### src/rtl/containment_classifier.sv
// Containment status classifier: filters the containment-field reading and
// the door / operator-alarm inputs into a GREEN / YELLOW / RED status with
// fast, filtered escalation and slow, step-wise de-escalation with hysteresis.
module containment_classifier #(
  parameter logic [7:0]  YEL_TH    = 8'd100,
  parameter logic [7:0]  RED_TH    = 8'd200,
  parameter logic [7:0]  HYST      = 8'd16,
  parameter int unsigned ESC_CYC   = 2,
  parameter int unsigned DEESC_CYC = 5
) (
  input  logic       clock,
  input  logic       reset_n,
  input  logic [7:0] sensor_level,
  input  logic       door_open,
  input  logic       manual_alarm,
  output logic       green,
  output logic       yellow,
  output logic       red,
  output logic [1:0] level,
  output logic       changed
);

  typedef enum logic [1:0] {
    ST_GREEN  = 2'd0,
    ST_YELLOW = 2'd1,
    ST_RED    = 2'd2
  } state_e;

  // De-escalation thresholds sit HYST below the escalation thresholds so a
  // reading inside the band holds whatever state we are already in.
  localparam logic [7:0] RED_DN_TH  = RED_TH - HYST;
  localparam logic [7:0] YEL_DN_TH  = YEL_TH - HYST;
  localparam logic [2:0] ESC_LAST   = 3'(ESC_CYC - 1);
  localparam logic [3:0] DEESC_LAST = 4'(DEESC_CYC - 1);

  state_e     state_q, state_d;
  logic [2:0] esc_cnt_q, esc_cnt_d;
  logic [3:0] deesc_cnt_q, deesc_cnt_d;
  logic       changed_q, changed_d;
  state_e     up_tgt, down_tgt;

  // Targets the inputs would justify, with and without hysteresis.
  always_comb begin
    if (manual_alarm || sensor_level >= RED_TH)         up_tgt = ST_RED;
    else if (door_open || sensor_level >= YEL_TH)       up_tgt = ST_YELLOW;
    else                                                up_tgt = ST_GREEN;

    if (manual_alarm || sensor_level >= RED_DN_TH)      down_tgt = ST_RED;
    else if (door_open || sensor_level >= YEL_DN_TH)    down_tgt = ST_YELLOW;
    else                                                down_tgt = ST_GREEN;
  end

  // Next-state and counter update: alarm override, filtered escalation,
  // one-step-at-a-time de-escalation, otherwise hold and clear the filters.
  always_comb begin
    // NOTE: every variable gets a default first so no path can infer a latch.
    state_d     = state_q;
    esc_cnt_d   = '0;
    deesc_cnt_d = '0;

    if (manual_alarm) begin
      state_d = ST_RED;
    end else if (up_tgt > state_q) begin
      if (esc_cnt_q >= ESC_LAST) begin
        state_d = up_tgt;
      end else begin
        esc_cnt_d = esc_cnt_q + 3'd1;
      end
    end else if (down_tgt < state_q) begin
      if (deesc_cnt_q >= DEESC_LAST) begin
        state_d = (state_q == ST_RED) ? ST_YELLOW : ST_GREEN;
      end else begin
        deesc_cnt_d = deesc_cnt_q + 4'd1;
      end
    end

    changed_d = (state_d != state_q);
  end

  // State, filter counters and change pulse; reset lands in GREEN.
  always_ff @(posedge clock or negedge reset_n) begin
    if (!reset_n) begin
      state_q     <= ST_GREEN;
      esc_cnt_q   <= '0;
      deesc_cnt_q <= '0;
      changed_q   <= 1'b0;
    end else begin
      // NOTE: non-blocking assignments so every register samples the
      // pre-edge values regardless of statement order.
      state_q     <= state_d;
      esc_cnt_q   <= esc_cnt_d;
      deesc_cnt_q <= deesc_cnt_d;
      changed_q   <= changed_d;
    end
  end

  assign green   = (state_q == ST_GREEN);
  assign yellow  = (state_q == ST_YELLOW);
  assign red     = (state_q == ST_RED);
  assign level   = state_q;
  assign changed = changed_q;

endmodule
### config.mk
export PLATFORM = sky130hd
export DESIGN_NAME = containment_classifier
export DESIGN_NICKNAME = d
export VERILOG_FILES = /design/src/rtl/containment_classifier.sv
export SDC_FILE = /design/constraint.sdc
export NUM_CORES = 1
export LEC_CHECK = 0
export ABC_AREA = 0
export CORE_ASPECT_RATIO = 0.6
export CORE_MARGIN = 2
export CORE_UTILIZATION = 30
export DETAILED_ROUTE_END_ITERATION = 10
export GPL_TIMING_DRIVEN = 1
export SLEW_MARGIN = 20
export SYNTH_ARGS = -nofsm -noshare
export SYNTH_HDL_FRONTEND = slang
export SYNTH_SLANG_ARGS = --single-unit
export TNS_END_PERCENT = 5
### constraint.sdc
create_clock -name clock -period 5 [get_ports clock]
set_input_delay 1 -clock clock [delete_from_list [all_inputs] [get_ports clock]]
set_output_delay 1 -clock clock [all_outputs]
set_load 0.02 [all_outputs]
==> results of run 1 <==
[critical path: cells and delay by family]
kind	cells	cell delay, ps
AND/OR/NAND/NOR	3	330
adder cells (fa/ha/maj)	1	300
buffers and inverters	1	500
AO/OA/AOI/OAI	4	1370
[power groups by stage]
stage | sequential, mW | clock [mW] | combinational (mW)
4_1_cts | 0.119 | 0.0819 | 0.222
3_5_place_dp | 0.120 | 0 | 0.220
6_report | 0.119 | 0.0783 | 0.220
5_1_grt | 0.122 | 0.0870 | 0.247
3_3_place_gp | 0.119 | 0 | 0.218
2_1_floorplan | 0.122 | 0 | 0.146
[layer usage]
metal	wire length, um	track usage [%]
met5	0	0
met3	63	6.183
met4	0	0
met1	796	16.97
met2	606	19.00
[worst max-delay path by stage]
stage                               start        to  slack, ps  depth (start not counted)
after floorplan           sensor_level[5]   changed       2330                         11
final                     sensor_level[5]  level[0]       1590                          9
after global routing      sensor_level[5]  level[0]       1420                          9
after global placement    sensor_level[5]  level[0]       1360                          9
after detailed placement  sensor_level[5]  level[0]       1370                          9
after CTS                 sensor_level[5]  level[0]       1600                          9
[cells by family (layout without fill, tap and decap cells)]
logic type / Yosys count / in the layout / synth area share [%]
AO/OA/AOI/OAI: 19 / 19 / 22.80
adder cells (fa/ha/maj): 6 / 6 / 10.77
buffers and inverters: 8 / 23 / 4.487
flip-flops: 10 / 10 / 35.91
other: 1 / 1 / 0.5381
AND/OR/NAND/NOR: 33 / 33 / 25.49
[sequential cells by signal (all words and copies together) (netlist names)]
name	cells
changed	1
deesc_cnt_q	4
esc_cnt_q	3
level	2
[area by class of cell]
cell class                      count  share of cell area [%]
Clock buffer                        3                   4.521
Inverter                            5                   2.055
Multi-Input combinational cell     59                   45.48
Sequential cell                    10                   27.40
Tap cell                           30                   4.110
Timing Repair Buffer               15                   16.44
[placed cells by master (no fill, tap or decap)]
cell,synthesis,routed
nand2b_1,1,1
a21bo_1,1,1
inv_1,4,4
a21oi_1,4,4
o221ai_1,1,1
clkbuf_8,0,3
o211ai_1,1,1
nor4_1,4,4
and2_1,2,2
dfrtp_1,10,10
ha_1,6,6
a211o_1,1,1
o41ai_1,1,1
a31o_1,1,1
nand3_1,2,2
o21ai_1,2,2
a2bb2oi_1,1,1
a211oi_1,1,1
inv_2,1,1
a21boi_1,1,1
and4_4,1,1
o311ai_1,1,1
o311ai_4,1,1
nor2_1,11,11
nor3_2,2,2
conb_1,1,1
or2_2,1,1
nand2_1,4,4
nor3_1,1,1
nor2b_1,3,3
clkdlybuf4s50_1,0,15
or3_1,1,1
a21oi_2,2,2
==> impl_metrics.py, run 1 <==
metrics = {
    "sta": {
        "worst_slack_ps": 1592,
        "hold_violations": 0,
        "tns_ps": 0,
        "slew_headroom_pct": 47.42,
        "timing.hold.ws_ps": 430.1,
        "skew_ps": 2.163,
        "setup_viol": 0,
        "drv_slew": 0,
        "fin_crit_ps": 3408,
        "fin_crit_sh_pct": 68.15,
        "max_freq_ghz": 0.2935,
        "rsz0062_at_grt": "false",
        "worst_slew_pin_slew_ps": 783.4,
    },
    "synth": {
        "syn_area_per_cell_um2": 9.051,
        "synth_cells": 77,
        "ys.flop_type": "dfrtp_1",
        "yosys-top-cells-area": "dfrtp_1 36%, ha_1 11%, nor2_1 5.9%",
        "ys_seq_elements": 10,
        "synth.most_common_cell": "nor2_1",
        "yosysUniqueCellTypes": 33,
        "synth_edf_count": 0,
        "syn_area_um2": 696.9,
        "synthArstFlopShare_pct": 100.0,
        "synth_top_area_share_pct": 35.91,
        "yosys-top-cells-count": "11 x nor2_1, 10 x dfrtp_1, 6 x ha_1",
        "seq_area_frac_synth_pct": 35.91,
        "ys_warn_count": 0,
        "synth_nets": 95,
        "post-synth-top-area-cell": "dfrtp_1",
    },
    "placement": {
        "dp_hpwl_um": 1143,
        "place_ws_ps": 1372,
        "io_buffers": 15,
        "place.gp.congestion": 0.7497,
        "place_inst": 119,
        "placed_cell_area_um2": 872.1,
    },
    "worst_hold_path": {
        "hold-path-cell-count": 1,
        "hold_class": "reg2reg",
        "min_from": "deesc_cnt_q[0]",
        "worstHoldEndpoint": "deesc_cnt_q[0]",
    },
    "grt": {
        "grt_max_degree": 13,
        "grt_pass1_wl_um": 2477,
        "antenna_found_initial": 0,
        "first_global_vias": 580,
        "grt-ovfl-total": 0,
        "grtUsageTotal_pct": 12.45,
    },
    "route": {
        "wirelength_um": 1467,
        "drt_pass1_iterations": 4,
        "vias": 585,
        "route.detailed.drc": 0,
        "viasPerCell": 4.795,
        "antenna_left": 0,
        "wl_per_cell_um": 12.02,
        "drt_iter0_markers": 31,
    },
    "floorplanning": {
        "fp-row-count": 13,
        "ios": 18,
        "die_w_um": 66.23,
        "fp.dieH_um": 41.34,
        "die-area_um2": 2737,
        "start_util_pct": 31.97,
        "core_um2": 2180,
    },
    "critical_path": {
        "crit_required_ps": 5090,
        "crit_type": "in2reg",
        "r2r-end": "level[0]",
        "startpoint_type": "primary input",
        "cp_max_fo": 12,
        "crit_slowest_cell": "o21ai_1",
        "slowest_delay_ps": 610,
        "regToRegStartpoint": "level[1]",
        "r2r_slack_ps": 2740,
        "crit_arrival_ps": 3500,
        "r2r_cells": 7,
        "path_cells": "clkdlybuf4s50_1 -> o311ai_4 -> nand2b_1 -> ha_1 -> nor2b_1 -> o21ai_1 -> o41ai_1 -> a21oi_1 -> nor3_2",
        "end_kind": "flip-flop",
    },
    "clock_network": {
        "postCtsResizedCells": 0,
        "cts_hold_buf": 0,
        "postCtsSetupBuffers": 0,
        "clock_path_buffers": 2,
        "root_buffer": "clkbuf_8",
        "cts_tree": "yes",
        "cts_max_level": 1,
        "cts-buffers-inserted": 3,
        "clk_latency_ps": 230,
        "clk_pin_slew_ps": 40,
        "cts.sinks": 10,
    },
    "cells_and_area": {
        "post-route-util_pct": 41.91,
        "seqCellArea_um2": 250.2,
        "multi_input_area_um2": 415.4,
        "antenna_cells": 0,
        "syn_to_final_growth_pct": 31.06,
        "stdcell_count": 122,
        "layout-drive-gt1-share_pct": 11.96,
        "fillers": 223,
        "nets": 112,
        "final_area_um2": 913.4,
    },
    "power": {
        "power_mw": 0.4173,
        "ir_drop_mv": 0.1832,
        "p_sw_mw": 0.1683,
        "power.share.sequential_pct": 28.4,
        "leakage_nw": 0.3960,
        "p_sw_share_pct": 40.34,
        "p_int_mw": 0.2490,
        "power_density_nw_per_um2": 456.9,
        "pwr-share-comb_pct": 52.8,
        "clock_power_share_pct": 18.8,
    },
    "run_status": {
        "status": "finished clean",
    },
    "job": {
        "drv_cap": 0,
    },
}
(Power assumes the default switching activity.)
==> run 2, diff against run 1 <==
clock period = 2.95 ns   (was 5 ns; I/O delays follow)
==> impl_metrics.py, run 2 (synthesis results as in run 1) <==
metrics = {
    "cells_and_area": {
        "layout_commonest_cell": "clkdlybuf4s50_1",
        "final_area_um2": 950.9,
        "largest_register": "deesc_cnt_q",
        "multi_input_area_um2": 415.4,
        "layout-drive-gt1-share_pct": 16.49,
        "fillers": 230,
        "syn_to_final_growth_pct": 36.45,
        "nets": 117,
        "antenna_cells": 0,
        "largest_reg_flops": 4,
        "seqCellArea_um2": 250.2,
        "layout_common_cells": "15 x clkdlybuf4s50_1, 11 x nor2_1, 10 x dfrtp_1",
    },
    "placement": {
        "dp_hpwl_um": 1195,
        "io_buffers": 15,
        "placed_cell_area_um2": 909.6,
        "place.gp.congestion": 0.7435,
    },
    "clock_network": {
        "clock_path_buffers": 2,
        "cts_hold_buf": 0,
        "clk_pin_slew_ps": 40,
        "cts_tree": "yes",
        "postCtsResizedCells": 0,
        "cts-buffers-inserted": 3,
        "clk_latency_ps": 230,
        "cts.sinks": 10,
        "root_buffer": "clkbuf_8",
        "postCtsSetupBuffers": 0,
        "cts_max_level": 1,
    },
    "route": {
        "vias": 621,
        "drt_pass1_iterations": 4,
        "route.detailed.drc": 0,
        "wl_met3_um": 75,
        "wirelength_um": 1475,
        "viasPerCell": 4.890,
        "drt_iter0_markers": 20,
        "wl_per_cell_um": 11.61,
        "antenna_left": 0,
        "wl_met1_um": 744,
        "top_layer": "met4",
        "route.met2.wl_um": 643,
    },
    "critical_path": {
        "r2r-end": "changed",
        "crit_required_ps": 3100,
        "r2r_slack_ps": 1060,
        "end_kind": "flip-flop",
        "path_cells": "clkdlybuf4s50_1 -> o311ai_4 -> nand2b_1 -> a21oi_2 -> inv_2 -> ha_1 -> nand2_1 -> o21ai_1 -> buf_4 -> nor4_1 -> a21oi_1 -> o221ai_1",
        "regToRegStartpoint": "level[1]",
        "crit_slowest_cell": "clkdlybuf4s50_1",
        "cp_max_fo": 12,
        "crit_type": "in2reg",
        "startpoint_type": "primary input",
        "crit_arrival_ps": 2770,
        "r2r_cells": 7,
        "slowest_delay_ps": 500,
    },
    "power": {
        "leakage_nw": 0.4197,
        "ir_drop_mv": 0.2544,
        "power_density_nw_per_um2": 767.1,
    },
    "sta": {
        "hold_violations": 0,
        "max_freq_ghz": 0.3810,
        "drv_slew": 0,
        "rsz0062_at_grt": "false",
        "setup_viol": 0,
        "fin_crit_sh_pct": 88.96,
        "fin_crit_ps": 2624,
        "timing.hold.ws_ps": 446.5,
        "tns_ps": 0,
        "skew_ps": 2.952,
    },
    "floorplanning": {
        "ios": 18,
        "core_um2": 2180,
        "start_util_pct": 31.97,
        "fp.dieH_um": 41.34,
        "die-area_um2": 2737,
        "fp-row-count": 13,
        "die_w_um": 66.23,
    },
    "job": {
        "drv_cap": 0,
    },
    "worst_hold_path": {
        "hold_class": "reg2reg",
        "hold-path-cell-count": 1,
        "worstHoldEndpoint": "deesc_cnt_q[0]",
        "min_from": "deesc_cnt_q[0]",
    },
    "grt": {
        "grt-ovfl-total": 0,
        "first_global_vias": 581,
        "grt_pass1_wl_um": 2497,
        "grtUsageTotal_pct": 13.09,
        "antenna_found_initial": 0,
        "grt_max_degree": 13,
    },
    "run_status": {
        "status": "finished clean",
    },
}
## run 2: cell count changes in the layout (fill, tap and decap cells not counted)
cell / delta
buf_4: +5
## run 2: worst max-delay path by stage
stage                               start       to  slack [ps]  cells past startpoint
final                     sensor_level[4]  changed         330                     12
after detailed placement  sensor_level[4]  changed          80                     12
after global placement    sensor_level[4]  changed         110                     13
after CTS                 sensor_level[4]  changed         310                     12
after floorplan           sensor_level[5]  changed         690                     11
after global routing      sensor_level[4]  changed         120                     12
## run 2: where the power goes
part,total [mW],switching (mW),internal [mW]
combinational,0.393,0.211,0.182
sequential,0.200,0.0343,0.166
clock,0.137,0.0477,0.0888
total,0.729,0.293,0.436
## run 2: area by class of cell
| cell class | count | share of cell area [%] |
|---|---|---|
| Multi-Input combinational cell | 59 | 43.68 |
| Sequential cell | 10 | 26.32 |
| Tap cell | 30 | 3.947 |
| Clock buffer | 3 | 4.342 |
| Timing Repair Buffer | 20 | 19.74 |
| Inverter | 5 | 1.974 |
## run 2: stage by stage
stage          instances  power (mW)  util [%]  worst slack (ps)
6_report             127      0.7294     43.63             325.7
5_1_grt              127      0.7938     43.63             119.0
4_1_cts              127      0.7361     43.63             314.6
3_5_place_dp         124      0.5930     41.73             80.90
3_3_place_gp         124      0.5878     41.73             105.0
2_1_floorplan         77      0.4547         -             687.2
## run 2: worst max-delay path: cells and delay by family
family / cells / cell delay (ps)
compound gates: 5 / 760
simple gates: 3 / 430
buf+inv: 3 / 720
fa+ha+maj: 1 / 260
## run 2: routing by layer
layer,track usage [%],up-vias
met1,16.53,292
li1,-,317
met2,20.00,10
met4,6.122,0
met5,0,-
met3,5.376,2
